**src/rtl/bufr_reset_sequencer_if.sv**
```systemverilog
// bufr_reset_sequencer_if
//   Bundles the control and status signals of the regional-buffer reset
//   sequencer.
//   master : the controlling side. It drives start/stop/locked and observes
//            the buffer controls and status.
//   slave  : the sequencer itself.
//   Signals:
//     start, stop   single-cycle bring-up / shutdown requests
//     locked        source-clock lock (asynchronous to clk)
//     bufr_clr      regional buffer divider clear
//     bufr_ce       regional buffer clock enable
//     serdes_rst    reset to SERDES logic on the divided clock
//     ready         divided clock valid, SERDES out of reset
//     busy          sequence in progress
//     timeout       sticky lock-timeout flag
interface bufr_reset_sequencer_if;
  logic start;
  logic stop;
  logic locked;
  logic bufr_clr;
  logic bufr_ce;
  logic serdes_rst;
  logic ready;
  logic busy;
  logic timeout;

  modport master (
    output start, stop, locked,
    input  bufr_clr, bufr_ce, serdes_rst, ready, busy, timeout
  );

  modport slave (
    input  start, stop, locked,
    output bufr_clr, bufr_ce, serdes_rst, ready, busy, timeout
  );
endinterface

```
**src/rtl/bufr_reset_sequencer.sv**
```systemverilog
// bufr_reset_sequencer
//   Brings up a regional clock buffer (BUFR) and the SERDES logic behind it.
//   The sequence is: wait for source lock, hold the divider clear, release
//   it, wait, enable the buffer clock, hold the SERDES reset, then report
//   ready. If lock is lost, the sequence restarts from the lock wait. A stop
//   request returns the block to idle.
//   Ports:
//     clk    free-running reference clock, independent of the buffered clock
//     CLR    asynchronous, active-high reset
//     bus    bufr_reset_sequencer_if.slave (start/stop/locked in,
//            bufr_clr/bufr_ce/serdes_rst/ready/busy/timeout out)
//   Optional feature: define BUFR_SEQ_TIMEOUT_EN to abort the lock wait after
//   LOCK_TIMEOUT cycles and raise the sticky timeout flag. Without the macro,
//   the lock wait is unbounded and timeout is tied low.
module bufr_reset_sequencer #(
  parameter int unsigned CLR_CYCLES        = 4,
  parameter int unsigned CE_DELAY          = 2,
  parameter int unsigned SERDES_RST_CYCLES = 8,
  parameter int unsigned LOCK_TIMEOUT      = 1024
) (
  input logic                   clk,
  input logic                   CLR,
  bufr_reset_sequencer_if.slave bus
);

  typedef enum logic [2:0] {
    IDLE,
    WAIT_LOCK,
    CLR_HOLD,
    CE_WAIT,
    SERDES_RST,
    READY
  } state_t;

  localparam logic [15:0] CLR_LAST  = 16'(CLR_CYCLES - 1);
  localparam logic [15:0] CE_LAST   = 16'(CE_DELAY - 1);
  localparam logic [15:0] SRST_LAST = 16'(SERDES_RST_CYCLES - 1);

  state_t      state, next_state;
  logic [15:0] cnt;
  logic [1:0]  lock_sync;
  logic        lock;
  logic        clr_q, ce_q, srst_q, ready_q, busy_q;

  assign lock = lock_sync[1];

`ifdef BUFR_SEQ_TIMEOUT_EN
  localparam logic [15:0] WAIT_LAST = 16'(LOCK_TIMEOUT - 1);
  logic timeout_q, timeout_nxt;
`endif

  // Next-state logic. Stop takes priority over everything. Lock loss takes
  // priority over the dwell-counter expiry in each post-lock state.
  always_comb begin
    // NOTE: each variable gets a default before any branch. Without the
    // default, a path that leaves it unassigned would infer a latch.
    next_state = state;
`ifdef BUFR_SEQ_TIMEOUT_EN
    timeout_nxt = timeout_q;
`endif
    if (bus.stop) begin
      next_state = IDLE;
    end else begin
      case (state)
        IDLE: begin
          if (bus.start) begin
            next_state = WAIT_LOCK;
`ifdef BUFR_SEQ_TIMEOUT_EN
            timeout_nxt = 1'b0;
`endif
          end
        end
        WAIT_LOCK: begin
          if (lock) begin
            next_state = CLR_HOLD;
          end
`ifdef BUFR_SEQ_TIMEOUT_EN
          else if (cnt == WAIT_LAST) begin
            next_state  = IDLE;
            timeout_nxt = 1'b1;
          end
`endif
        end
        CLR_HOLD: begin
          if (!lock)                next_state = WAIT_LOCK;
          else if (cnt == CLR_LAST) next_state = CE_WAIT;
        end
        CE_WAIT: begin
          if (!lock)               next_state = WAIT_LOCK;
          else if (cnt == CE_LAST) next_state = SERDES_RST;
        end
        SERDES_RST: begin
          if (!lock)                 next_state = WAIT_LOCK;
          else if (cnt == SRST_LAST) next_state = READY;
        end
        READY: begin
          if (!lock) next_state = WAIT_LOCK;
        end
        default: next_state = IDLE;
      endcase
    end
  end

  // State, dwell counter, lock synchronizer and registered outputs. The
  // outputs are decoded from next_state, so they change on the same edge as
  // the state. bufr_clr and bufr_ce decode to disjoint state sets, so they
  // are never high together.
  always_ff @(posedge clk or posedge CLR) begin
    if (CLR) begin
      state     <= IDLE;
      cnt       <= '0;
      lock_sync <= '0;
      clr_q     <= 1'b1;
      ce_q      <= 1'b0;
      srst_q    <= 1'b1;
      ready_q   <= 1'b0;
      busy_q    <= 1'b0;
    end else begin
      // NOTE: sequential state uses non-blocking assignments. Every flop
      // then samples the pre-edge values, regardless of statement order.
      state     <= next_state;
      cnt       <= (next_state != state) ? '0 : cnt + 16'd1;
      lock_sync <= {lock_sync[0], bus.locked};
      clr_q     <= next_state inside {IDLE, WAIT_LOCK, CLR_HOLD};
      ce_q      <= next_state inside {SERDES_RST, READY};
      srst_q    <= (next_state != READY);
      ready_q   <= (next_state == READY);
      busy_q    <= next_state inside {WAIT_LOCK, CLR_HOLD, CE_WAIT, SERDES_RST};
    end
  end

`ifdef BUFR_SEQ_TIMEOUT_EN
  always_ff @(posedge clk or posedge CLR) begin
    if (CLR) timeout_q <= 1'b0;
    else     timeout_q <= timeout_nxt;
  end
  assign bus.timeout = timeout_q;
`else
  assign bus.timeout = 1'b0;
`endif

  assign bus.bufr_clr   = clr_q;
  assign bus.bufr_ce    = ce_q;
  assign bus.serdes_rst = srst_q;
  assign bus.ready      = ready_q;
  assign bus.busy       = busy_q;

endmodule

```
**src/flat_wrapper.sv**
```systemverilog
// flat-port wrapper written by rule: the top's interface ports become plain ports
module bufr_reset_sequencer_flat 
#(
  parameter int unsigned CLR_CYCLES        = 4,
  parameter int unsigned CE_DELAY          = 2,
  parameter int unsigned SERDES_RST_CYCLES = 8,
  parameter int unsigned LOCK_TIMEOUT      = 1024
)
  (clk, CLR, bus_start, bus_stop, bus_locked, bus_bufr_clr, bus_bufr_ce, bus_serdes_rst, bus_ready, bus_busy, bus_timeout);
  bufr_reset_sequencer_if bus_i ();
  input logic clk;
  input logic CLR;
  input wire logic [$bits(bus_i.start)-1:0] bus_start;
  input wire logic [$bits(bus_i.stop)-1:0] bus_stop;
  input wire logic [$bits(bus_i.locked)-1:0] bus_locked;
  output wire logic [$bits(bus_i.bufr_clr)-1:0] bus_bufr_clr;
  output wire logic [$bits(bus_i.bufr_ce)-1:0] bus_bufr_ce;
  output wire logic [$bits(bus_i.serdes_rst)-1:0] bus_serdes_rst;
  output wire logic [$bits(bus_i.ready)-1:0] bus_ready;
  output wire logic [$bits(bus_i.busy)-1:0] bus_busy;
  output wire logic [$bits(bus_i.timeout)-1:0] bus_timeout;
  assign bus_i.start = bus_start;
  assign bus_i.stop = bus_stop;
  assign bus_i.locked = bus_locked;
  assign bus_bufr_clr = bus_i.bufr_clr;
  assign bus_bufr_ce = bus_i.bufr_ce;
  assign bus_serdes_rst = bus_i.serdes_rst;
  assign bus_ready = bus_i.ready;
  assign bus_busy = bus_i.busy;
  assign bus_timeout = bus_i.timeout;
  bufr_reset_sequencer #(.CLR_CYCLES(CLR_CYCLES), .CE_DELAY(CE_DELAY), .SERDES_RST_CYCLES(SERDES_RST_CYCLES), .LOCK_TIMEOUT(LOCK_TIMEOUT)) u_core (.clk(clk), .CLR(CLR), .bus(bus_i));
endmodule
```
**config.mk**
```make
export PLATFORM = sky130hd
export DESIGN_NAME = bufr_reset_sequencer_flat
export DESIGN_NICKNAME = d
export VERILOG_FILES = /design/src/rtl/bufr_reset_sequencer_if.sv /design/src/rtl/bufr_reset_sequencer.sv /design/src/flat_wrapper.sv
export SDC_FILE = /design/constraint.sdc
export NUM_CORES = 1
export LEC_CHECK = 0
export BUFFER_PORTS_ARGS = -buffer_cell sky130_fd_sc_hd__buf_2
export CORE_MARGIN = 4
export CORE_UTILIZATION = 51
export DETAILED_ROUTE_END_ITERATION = 10
export GPL_ROUTABILITY_DRIVEN = 0
export PLACE_DENSITY = 0.72
export RECOVER_POWER = 25
export SLEW_MARGIN = 40
export SYNTH_ARGS = -nofsm -noshare
export SYNTH_HDL_FRONTEND = slang
export SYNTH_SLANG_ARGS = --single-unit
```
**constraint.sdc**
```tcl
create_clock -name clk -period 1.55 [get_ports clk]
set_input_delay 0.155 -clock clk [delete_from_list [all_inputs] [get_ports clk]]
set_output_delay 0.155 -clock clk [all_outputs]
set_load 0.02 [all_outputs]
```
Word level (Yosys, flattened, before mapping)
Cells that the tools add are included.
{"block": "classes", "n_mux": 12, "add_sub_neg": 1, "eq_ne": 15, "n_reduce_logical": 5}
{"cell": "2-to-1 mux 3 bit", "count": 10}
{"cell": "one-hot mux 3 bit (6 select lines)", "count": 1}
{"cell": "adder 16 x 1 -> 16 bit, second input constant", "count": 1}
{"cell": "equality test 16 x 1 -> 1 bit, second input constant", "count": 1}
{"cell": "equality test 16 x 2 -> 1 bit, second input constant", "count": 1}
{"cell": "equality test 16 x 3 -> 1 bit, second input constant", "count": 1}
{"cell": "2-to-1 mux 16 bit", "count": 1}
{"cell": "equality test 3 x 2 -> 1 bit, second input constant", "count": 4}
{"cell": "equality test 3 bit, second input constant", "count": 4}
{"cell": "equality test 3 x 1 -> 1 bit, second input constant", "count": 2}
{"cell": "zero test 3 bit", "count": 2}
{"cell": "nonzero test 4 bit", "count": 1}
{"cell": "!= test 3 bit", "count": 1}
{"cell": "!= test 3 bit, second input constant", "count": 1}
{"cell": "nonzero test 3 bit", "count": 1}
{"cell": "nonzero test 2 bit", "count": 1}
{"block": "word_totals", "elab_cells": 41, "reg_bits": 26, "inputBits": 5, "out_inout_bits": 6}

Depth between registers and ports, before layout
Gate-level depths: netlist of the first run.
{"block": "depth", "ltp_word": 7, "ltp_mapped": 7, "depth_no_buf": 7}

Worst setup path after synthesis of the first run
Ideal clock, no wire load.
{"block": "synth_timing", "path_kind": "register to register", "startpoint": "register u_core.cnt[0]", "endpoint": "register u_core.busy_q, in the netlist u_core.bus.busy", "required_ps": 1471, "setup_ps": 79, "t_arrival_ps": 1622, "n_path_buf": 0, "path_slack_ps": -151, "period_less_slack_ps": 1701, "stages_incl_launch_ff": 7, "path_cell_list": "dfrtp_1 -> ha_1 -> nor4b_1 -> nand4_1 -> or3_1 -> nand3_2 -> mux2i_1"}
{"block": "synth_between", "elab_chain_len": 7, "elab_cells_between_ends": 16, "cone_classes": "eq/ne (7); mux (8); reduce/logical (1)"}
{"item": "start, declared", "line_no": "bufr_reset_sequencer.sv:40", "text": "logic [15:0] cnt;"}
{"item": "start signal, assigned", "line_no": "bufr_reset_sequencer.sv:122", "text": "cnt <= (next_state != state) ? '0 : cnt + 16'd1;"}
{"item": "equality test 16 x 3 -> 1 bit, or another cell as far along", "line_no": "bufr_reset_sequencer.sv:94", "text": "else if (cnt == SRST_LAST) next_state = READY;"}
{"item": "2-to-1 mux 3 bit, on equally long branches", "line_no": "bufr_reset_sequencer.sv:94, bufr_reset_sequencer.sv:86, bufr_reset_sequencer.sv:90"}
{"item": "2-to-1 mux 3 bit, on equally long branches", "line_no": "bufr_reset_sequencer.sv:93, bufr_reset_sequencer.sv:85, bufr_reset_sequencer.sv:89"}
{"item": "one-hot mux 3 bit (6 select lines) (*)", "line_no": "bufr_reset_sequencer.sv:64", "text": "case (state)"}
{"item": "2-to-1 mux 3 bit (*)", "line_no": "bufr_reset_sequencer.sv:61", "text": "if (bus.stop) begin"}
{"item": "net u_core.next_state[0]", "line_no": "bufr_reset_sequencer.sv:39", "text": "state_t state, next_state;"}
{"item": "equality test 3 x 1 -> 1 bit, or another cell as far along", "line_no": "bufr_reset_sequencer.sv:128", "text": "busy_q <= next_state inside {WAIT_LOCK, CLR_HOLD, CE_WAIT, SERDES_RST};"}
{"item": "nonzero test 4 bit (*)", "line_no": "bufr_reset_sequencer.sv:128"}
{"item": "end signal, assigned", "line_no": "bufr_reset_sequencer.sv:128"}
{"item": "end, declared", "line_no": "bufr_reset_sequencer.sv:43", "text": "logic clr_q, ce_q, srst_q, ready_q, busy_q;"}
Mark *: on every way through the listed nets, which the timed path passes. The rest lies on a longest branch.

Worst setup path after layout of the first run
{"block": "layout_timing", "startpoint": "register u_core.cnt[7]", "endpoint": "register u_core.busy_q, in the netlist u_core.bus.busy"}
The elaborated chain is that of the path after synthesis.

==> results_dict.tcl, run 1 <==
set metrics [dict create \
    drc 0 \
    core_mm2 0.002734 \
    cts_root_buf "clkbuf_4" \
    synth_common_cells "24 x dfrtp_1, 17 x nor2_1, 11 x nand2_1, 10 x xor2_1, 8 x nand3_1" \
    grt_remaining_overflow 0 \
    pin_count 11 \
    die_y_um 61.19 \
    yosysSeqAreaShare_pct 45.27 \
    ctsLongestPathBuffers 2 \
    ys_ff_latch 26 \
    holdPathStages 3 \
    violations "setup timing" \
    drive_above_1_share_pct 38.74 \
    vias_per_cell 5.491 \
    finalMaxSlewViolations 0 \
    grt_pass1_wl_um 5506 \
    avgRoutedWirePerCell_um 14.21 \
    dpl.hpwl_um 2289 \
    floorplan.initialDensity_pct 52.77 \
    drv_cap 0 \
    portBuffers 9 \
    status "complete, but fails checks" \
    area_growth_pct 32.00 \
    rsz0062_at_grt "yes" \
    synth_most_common_cell "dfrtp_1" \
    clock_sinks 26 \
    hold_path_class "input pin to flop" \
    post-route-period-util_pct 114.6 \
    post_synth_num_cell_types 41 \
    endpoint_kind "flop" \
    cts-buffers-inserted 3 \
    ys.flop_type "dfrtp_1" \
    synth_area_mm2 0.001443 \
    min_from "bus_stop" \
    yosysTopAreaCell "dfrtp_1" \
    startpoint_type "flop" \
    synth_nets 153 \
    fp.dieArea_mm2 0.003744 \
    p_total_mw 1.708 \
    reg2regPathDepth 5 \
    hold_end "u_core.bus.bufr_ce" \
    grt_pass1_vias 1226 \
    hold_viol_final 0 \
    yosysWarnings 0 \
    n_antenna_cell 0 \
    rows 19 \
    fin_crit_ns 1.776 \
    avgSynthCellArea_um2 9.881 \
    fillers 191 \
    finalSetupTns_ns -3.561 \
    via_count 1219 \
    reg2reg_from "u_core.cnt[7]" \
    r2r_slack_ns -0.23 \
    drt_wl_total_um 3154 \
    max-vdd-ir-drop_mv 0.7803 \
    async_reset_ff_share_pct 100.0 \
    cts_tree "built" \
    worstSetupPathType "flop to flop" \
    yosysTopAreaCellShare_pct 41.63 \
    crit_required_ns 1.82 \
    reg2reg_to "u_core.bus.busy" \
    ant_nets 0 \
    cp_max_fo 4 \
    drtIter0Drc 35 \
    dr.pass1.iters 4 \
    antenna_found_initial 0 \
    skew_ns 0.008467 \
    synth_edf_count 0 \
    ctsHtreeMaxLevel 1 \
    clk_latency_ns 0.34 \
    layout.nets 199 \
    finalWorstSetupSlack_ns -0.2264 \
    grt_usage_pct 20.32 \
    grt_max_degree 19 \
    synthTopCellsByArea "dfrtp_1 42%, xor2_1 6.1%, nor2_1 4.4%" \
    fin_hold_ws_ns 0.2741 \
    p_leak_nw 0.8797 \
    arrival_ns 2.05 \
    path_clk_slew_ns 0.15 \
    setup_viol 21 \
    fp.dieW_um 61.19 \
    fmax_mhz 562.9 \
    power_density_mw_per_mm2 897.0 \
    synthCells 146 \
]
==> kinds of logic after synthesis <==
| group | after synthesis | share of synthesized area [%] |
|---|---|---|
| and+or+nand+nor | 74 | 29.75 |
| adders and majority gates | 2 | 1.734 |
| buffers and inverters | 10 | 4.163 |
| muxes | 1 | 0.6939 |
| other | 1 | 0.2599 |
| DFF | 26 | 45.27 |
| xor gates and xnor gates | 15 | 9.106 |
| AOI/OAI and AO/OA | 17 | 9.021 |
==> registers in the layout, summed over array words and instances (netlist names) <==
signal	count
u_core.bus.bufr_ce	1
u_core.bus.bufr_clr	1
u_core.bus.busy	1
u_core.bus.ready	1
u_core.bus.serdes_rst	1
u_core.cnt	16
u_core.lock_sync	2
u_core.state	3
==> routing by layer <==
layer	share of wire (%)	track usage, %
met3	2.7	2.516
met2	52	35.50
met5	0	0
met4	1.3	8.359
met1	44	25.26
==> report_power, final <==
| part | switching, mW | total, mW | internal (mW) | leakage (nW) |
|---|---|---|---|---|
| clock network | 0.217 | 0.479 | 0.262 | 0.0279 |
| registers | 0.0538 | 0.772 | 0.718 | 0.343 |
| logic | 0.214 | 0.457 | 0.243 | 0.509 |
| total | 0.485 | 1.71 | 1.22 | 0.880 |
==> timing repair <==
action | in CTS | in global routing
buffers inserted | 6 | 2
hold endpoints to repair | 7 | 0
endpoints found under the setup margin | 22 | 24
hold buffers | 2 | 0
pin swaps | 5 | 4
gates resized for setup | 4 | 7
==> worst max path at each step <==
| stage | from | to | slack, ns | cells after the start |
|---|---|---|---|---|
| after detailed placement | u_core.state[1] | u_core.bus.busy | -0.23 | 6 |
| after global routing | u_core.cnt[7] | u_core.bus.busy | -0.31 | 5 |
| after CTS | u_core.cnt[9] | u_core.bus.busy | -0.21 | 5 |
| final | u_core.cnt[7] | u_core.bus.busy | -0.23 | 5 |
| after floorplan | u_core.cnt[7] | u_core.cnt[7] | -0.11 | 6 |
| after global placement | u_core.state[1] | u_core.cnt[2] | -0.12 | 5 |
==> per-stage QoR <==
| stage | util [%] | cells | worst slack, ns | instance area [um^2] |
|---|---|---|---|---|
| 3_5_place_dp | 63.66 | 210 | -0.2273 | 1740 |
| 3_3_place_gp | 63.66 | 210 | -0.1223 | 1740 |
| 6_report | 69.66 | 222 | -0.2264 | 1904 |
| 2_1_floorplan | - | 146 | -0.1125 | 1456 |
| 4_1_cts | 68.65 | 222 | -0.2118 | 1877 |
| 5_1_grt | 69.66 | 222 | -0.3074 | 1904 |
==> area by class of cell <==
type / instances / area (um^2) / share of cell area, %
multi-input cells: 110 / 787.0 / 41.33
flip-flops and latches: 26 / 655.6 / 34.43
repair buffers: 49 / 362.8 / 19.05
well taps: 31 / 38.79 / 2.037
clock inverters: 1 / 30.03 / 1.577
clock buffers: 3 / 22.52 / 1.183
inverters: 2 / 7.507 / 0.3942
==> cells in the final DEF (no fill, tap or decap), types with 2 or more instances in the layout <==
master         netlist  routed
inv_1                2       2
buf_2                3       9
nor2_1              17      15
o21a_1               5       5
dfrtp_2              0       2
o21ai_0              4       3
nand4_1              5       5
a21oi_1              2       2
nor3_1               6       5
and3_1               3       3
xor2_1              10      10
nand3_1              8       8
dlygate4sd3_1        0       2
buf_4                1      37
dfrtp_1             24      22
nor4_1               3       2
clkbuf_4             0       3
dfstp_2              2       2
nor4_4               2       2
nand2_1             11      11
nor2_2               2       4
xnor2_1              5       5
nor2b_1              5       5
==> critical path, stage by stage (launching register included) <==
cell and delay, ns:
dfrtp_2 0.45, nor4_4 0.37, nand4_1 0.19, or3_1 0.36, nand3_2 0.12, mux2i_1 0.21
No activity file was read; power rests on OpenSTA's default activity.
==> inputs of run 2 (changes only) <==
==> constraint.sdc (replaced) <==
create_clock -name clk -period 1.55 [get_ports clk]
set_input_delay 0.31 -clock clk [delete_from_list [all_inputs] [get_ports clk]]
set_output_delay 0.31 -clock clk [all_outputs]
set_load 0.02 [all_outputs]
==> run 2 against run 1 <==
Effect of this change:
- the flow still finishes with violations (setup timing)
- cell area is 0.53% lower
- largest cell class unchanged
- worst setup slack better by 0.0053 ns
- count of clock-buffer cells in the layout stayed put
==> results_dict.tcl, run 2 (synthesis gave the netlist of run 1 again) <==
set metrics [dict create \
    routed.top_layer "met4" \
    dp_cells 210 \
    n_antenna_cell 0 \
    violations "setup timing" \
    pin_count 11 \
    wl_met3_um 83 \
    fp.dieW_um 61.19 \
    internal_power_mw 1.221 \
    grt_pass1_vias 1221 \
    grt_max_degree 19 \
    rsz0062_at_grt "yes" \
    slowest_delay_ns 0.45 \
    post-route-cell-area_mm2 0.001894 \
    ctsHtreeMaxLevel 1 \
    portBuffers 9 \
    wl_met1_um 1390 \
    p_total_mw 1.705 \
    grt_pass1_wl_um 5471 \
    finalMaxSlewViolations 0 \
    pwr-share-seq_pct 45.3 \
    fmax_mhz 564.6 \
    crit_family "simple AND/OR/NAND/NOR gates" \
    arrival_ns 2.04 \
    finalWorstSetupSlack_ns -0.2210 \
    max-vdd-ir-drop_mv 0.7794 \
    rows 19 \
    crit_required_ns 1.82 \
    dpl_worst_slack_ns -0.2273 \
    drt_wl_total_um 3131 \
    drc 0 \
    top_regs "u_core.cnt x16, u_core.state x3, u_core.lock_sync x2" \
    drv_cap 0 \
    fin_crit_ns 1.771 \
    ctsLongestPathBuffers 2 \
    drive_above_1_share_pct 38.95 \
    final_cells 221 \
    placement.cell_area_mm2 0.001740 \
    cts_tree "built" \
    fin_util_pct 69.29 \
    finalSetupTns_ns -3.534 \
    path_buf_inv 0 \
    fp.dieArea_mm2 0.003744 \
    dr.pass1.iters 4 \
    ant_nets 0 \
    clk_latency_ns 0.34 \
    power_density_mw_per_mm2 899.9 \
    hold_viol_final 0 \
    setup_viol 21 \
    fillers 192 \
    grt_remaining_overflow 0 \
    status "complete, but fails checks" \
    core_mm2 0.002734 \
    antenna_found_initial 0 \
    routed-wl-met2_um 1616 \
    grt_usage_pct 20.19 \
    drtIter0Drc 38 \
    critPathSlowestCell "dfrtp_2" \
    via_count 1212 \
    floorplan.initialDensity_pct 52.77 \
    path_clk_slew_ns 0.15 \
    largest_register_ffs 16 \
    cts_root_buf "clkbuf_4" \
    cts-buffers-inserted 3 \
    layout_commonest_cell "buf_4" \
    p_leak_nw 0.8755 \
    skew_ns 0.008127 \
    avgRoutedWirePerCell_um 14.17 \
    cp_max_fo 4 \
    clock_sinks 26 \
    power_frac_clock_pct 28.1 \
    cp_cell_sequence "nor4_4 > nand4_1 > or3_1 > nand3_2 > mux2i_1" \
    worstSetupPathType "flop to flop" \
    post-route-period-util_pct 114.3 \
    combPwrFrac_pct 26.6 \
    sw_frac_of_total_pct 28.35 \
    vias_per_cell 5.484 \
    startpoint_type "flop" \
    layout.nets 198 \
    endpoint_kind "flop" \
    hold_path_class "input pin to flop" \
    max_flop_register "u_core.cnt" \
    fin_hold_ws_ns 0.06813 \
    area_growth_pct 31.31 \
    power.switching_mw 0.4832 \
    die_y_um 61.19 \
    dpl.hpwl_um 2289 \
    layout_common_cells "37 x buf_4, 22 x dfrtp_1, 15 x nor2_1" \
]
==> run 2: cell types whose count changed in the layout (fill, tap and decap cells not counted) <==
cell / delta
dlygate4sd3_1: -1
==> run 2: layer usage <==
metal / global-route usage [%] / vias up
met5: 0 / -
met3: 2.516 / 3
met4: 8.359 / 0
li1: - / 596
met1: 25.13 / 592
met2: 35.20 / 21
==> run 2: what timing repair did <==
item / CTS / global route
endpoints found under the hold margin: 6 / 0
hold buffers: 1 / 0
resized for setup: 4 / 7
setup endpoints to repair: 22 / 24
setup buffers: 6 / 2
pin swaps: 5 / 4
cloned: 0 / 0
==> run 2: power by group through the flow <==
| stage | registers, mW | clock network, mW | logic, mW |
|---|---|---|---|
| floorplan | 0.772 | 0 | 0.234 |
| global placement | 0.777 | 0 | 0.353 |
| detailed placement | 0.780 | 0 | 0.364 |
| CTS | 0.768 | 0.482 | 0.405 |
| global route | 0.778 | 0.521 | 0.486 |
| finish | 0.772 | 0.479 | 0.454 |
==> run 2: area by class of cell <==
| class | count | area [um^2] | share of cell area (%) |
|---|---|---|---|
| Clock buffer | 3 | 22.52 | 1.189 |
| Clock inverter | 1 | 30.03 | 1.585 |
| Inverter | 2 | 7.507 | 0.3963 |
| Multi-Input combinational cell | 110 | 787.0 | 41.55 |
| Sequential cell | 26 | 655.6 | 34.61 |
| Tap cell | 31 | 38.79 | 2.048 |
| Timing Repair Buffer | 48 | 352.8 | 18.63 |
==> run 2: final timing paths <==
kind / startpoint / endpoint / slack [ns] / cells after the start
worst max-delay path: u_core.cnt[7] / u_core.bus.busy / -0.22 / 5
worst min-delay path: bus_locked / u_core.lock_sync[0] / 0.07 / 1
worst max register to register: u_core.cnt[7] / u_core.bus.busy / -0.22 / 5
worst min register to register: u_core.lock_sync[0] / u_core.lock_sync[1] / 0.37 / 0
max in group asynchronous: CLR / u_core.cnt[7] / 0.54 / 4
min in group asynchronous: CLR / u_core.bus.busy / 0.44 / 3
==> inputs of run 3 (changes only) <==
ABC_AREA = 1   (was default)
==> run 3 against run 2 <==
Effect of this change:
- the run still ends with setup timing left
- sequential power is 2.7% lower
- register-to-register slack better by 0.05 ns
- cell count increased by 17%
- critical path depth up 8
- fmax grew 3.0%
- core utilization rose by 4.5 points
- via count increased by 15%
- critical path type unchanged
- highest routed layer unchanged
==> results_dict.tcl, run 3 <==
set metrics [dict create \
    fin_util_pct 73.77 \
    yosysWarnings 0 \
    reg2reg_to "u_core.cnt[13]" \
    dpl.hpwl_um 2535 \
    synthXorXnorAreaFrac_pct 8.026 \
    fp.dieArea_mm2 0.003935 \
    fillers 196 \
    via_count 1393 \
    slowest_delay_ns 0.43 \
    synth_area_mm2 0.001528 \
    dr.pass1.iters 4 \
    async_reset_ff_share_pct 100.0 \
    hold_end "u_core.lock_sync[0]" \
    hold_path_class "input pin to flop" \
    max-vdd-ir-drop_mv 0.5343 \
    post_synth_num_cell_types 27 \
    clock_sinks 26 \
    arrival_ns 1.97 \
    violations "setup timing" \
    hold_viol_final 0 \
    grt_max_degree 17 \
    p_leak_nw 0.9620 \
    synth_top_family_by_area "simple AND/OR/NAND/NOR gates" \
    synth_nets 183 \
    ys.flop_type "dfrtp_1" \
    rows 19 \
    synth_most_common_cell "nand2_1" \
    crit_family "simple AND/OR/NAND/NOR gates" \
    core_mm2 0.002805 \
    yosysSeqAreaShare_pct 42.75 \
    grt_remaining_overflow 0 \
    clk_latency_ns 0.32 \
    yosys.area_share.simple_pct 36.86 \
    ctsHtreeMaxLevel 1 \
    synthMuxAreaShare_pct 0 \
    grt_pass1_vias 1415 \
    avgRoutedWirePerCell_um 14.37 \
    min_from "bus_locked" \
    startpoint_type "flop" \
    cts_tree "built" \
    synthAdderAreaFrac_pct 1.638 \
    cp_common_cell "nand2_1" \
    reg2regPathDepth 13 \
    ys_ff_latch 26 \
    grt_usage_pct 18.79 \
    cts_root_buf "clkbuf_4" \
    drt_wl_total_um 3708 \
    pin_count 11 \
    grt_pass1_wl_um 5996 \
    drive_above_1_share_pct 44.49 \
    cp_max_fo 8 \
    yosysTopAreaCell "dfrtp_1" \
    fin_hold_ws_ns 0.09001 \
    holdPathStages 1 \
    layout_common_cells "37 x buf_4, 28 x nand2_1, 21 x dfrtp_1" \
    layout_commonest_cell "buf_4" \
    drv_cap 0 \
    rsz0062_at_grt "yes" \
    finalSetupTns_ns -2.586 \
    yosysTopAreaCellShare_pct 39.31 \
    setup_viol 17 \
    fmax_mhz 581.8 \
    largest_register_ffs 16 \
    cp_cell_sequence "inv_1 > ha_1 > nand3_1 > nor2_2 > nand2_1 > nand2_1 > nand2_1 > nand2_1 > nand2_2 > nand3_2 > nand3_4 > clkbuf_16 > nor3_2" \
    reg2reg_from "u_core.cnt[1]" \
    skew_ns 0.005290 \
    r2r_slack_ns -0.17 \
    status "complete, but fails checks" \
    ant_nets 0 \
    drc 0 \
    top_regs "u_core.cnt x16, u_core.state x3, u_core.lock_sync x2" \
    fp.dieW_um 62.73 \
    synth_edf_count 0 \
    p_total_mw 1.574 \
    synthCells 176 \
    dpl_worst_slack_ns -0.2651 \
    portBuffers 9 \
    crit_required_ns 1.80 \
    path_depth 13 \
    worstSetupPathType "flop to flop" \
    synth_common_cells "29 x nand2_1, 24 x dfrtp_1, 19 x inv_1, 16 x nor2_1, 15 x nand3_1" \
    vias_per_cell 5.399 \
    n_antenna_cell 0 \
    critPathSlowestCell "dfrtp_1" \
    synthTopCellsByArea "dfrtp_1 39%, nor3_2 8.5%, nand2_1 7.1%" \
    floorplan.initialDensity_pct 54.46 \
    synth_compound_area_share_pct 2.375 \
    post-route-period-util_pct 110.9 \
    max_flop_register "u_core.cnt" \
    cts-buffers-inserted 3 \
    power_density_mw_per_mm2 760.5 \
    die_y_um 62.73 \
    path_buf_inv 2 \
    endpoint_kind "flop" \
    finalWorstSetupSlack_ns -0.1689 \
    finalMaxSlewViolations 0 \
    layout.nets 235 \
    antenna_found_initial 0 \
    drtIter0Drc 57 \
    path_clk_slew_ns 0.14 \
    area_growth_pct 35.46 \
    ctsLongestPathBuffers 2 \
    avgSynthCellArea_um2 8.680 \
    fin_crit_ns 1.719 \
]
run 3: changes by cell type in the layout (fill, tap and decap cells not counted), moves of 5 or more:
cell     before  now
inv_1         2   19
nand2_1      11   28
nand2_2       0    5
nor2b_1       5    0
nor3_2        1   16
o21a_1        5    0
run 3: cell type report:
cell class | count | area [um^2] | area share [%]
inverters | 23 | 86.33 | 4.172
repair buffers | 50 | 389.1 | 18.80
multi-input cells | 124 | 862.1 | 41.66
well taps | 31 | 38.79 | 1.874
clock buffers | 4 | 36.28 | 1.753
flip-flops and latches | 26 | 656.9 | 31.74
run 3: power breakdown:
| part | internal, mW | leakage [nW] | total, mW | switching (mW) |
|---|---|---|---|---|
| logic | 0.219 | 0.600 | 0.483 | 0.264 |
| registers | 0.718 | 0.341 | 0.751 | 0.0328 |
| clock network | 0.144 | 0.0210 | 0.340 | 0.196 |
| total | 1.08 | 0.962 | 1.57 | 0.493 |
run 3: cells by family (layout without fill, tap and decap cells):
kind of cell	Yosys count	in the layout
AOI/OAI and AO/OA	6	6
and+or+nand+nor	100	101
buffers and inverters	27	77
DFF	26	26
adders and majority gates	2	2
xor gates and xnor gates	14	14
other	1	1
run 3: metrics by stage:
| step | instance area [um^2] | cells |
|---|---|---|
| after floorplan | 1534 | 176 |
| after detailed placement | 1832 | 246 |
| after global routing | 2069 | 258 |
| after global placement | 1832 | 246 |
| after CTS | 1947 | 256 |
| final | 2069 | 258 |
run 3: worst max-delay path by stage:
stage	endpoint	slack, ns	startpoint
6_report	u_core.cnt[13]	-0.17	u_core.cnt[1]
5_1_grt	u_core.cnt[9]	-0.28	u_core.cnt[7]
4_1_cts	u_core.cnt[2]	-0.18	u_core.cnt[1]
3_5_place_dp	u_core.cnt[15]	-0.27	u_core.cnt[1]
3_3_place_gp	u_core.cnt[15]	-0.17	u_core.cnt[1]
2_1_floorplan	u_core.cnt[14]	-0.03	u_core.cnt[1]
run 3: what timing repair did:
item,4_1_cts,5_1_grt
resized for setup,4,22
setup buffers,4,1
cloned,1,1
endpoints found under the hold margin,8,0
hold buffers,1,0
pin swaps,5,5
endpoints found under the setup margin,19,22
run 3: routing by layer:
metal	global-route usage (%)	part of all wire, %	vias to the layer above
li1	-	-	675
met4	8.815	1.7	0
met1	23.06	41	682
met5	0	0	-
met2	32.89	54	26
met3	1.978	3.1	10
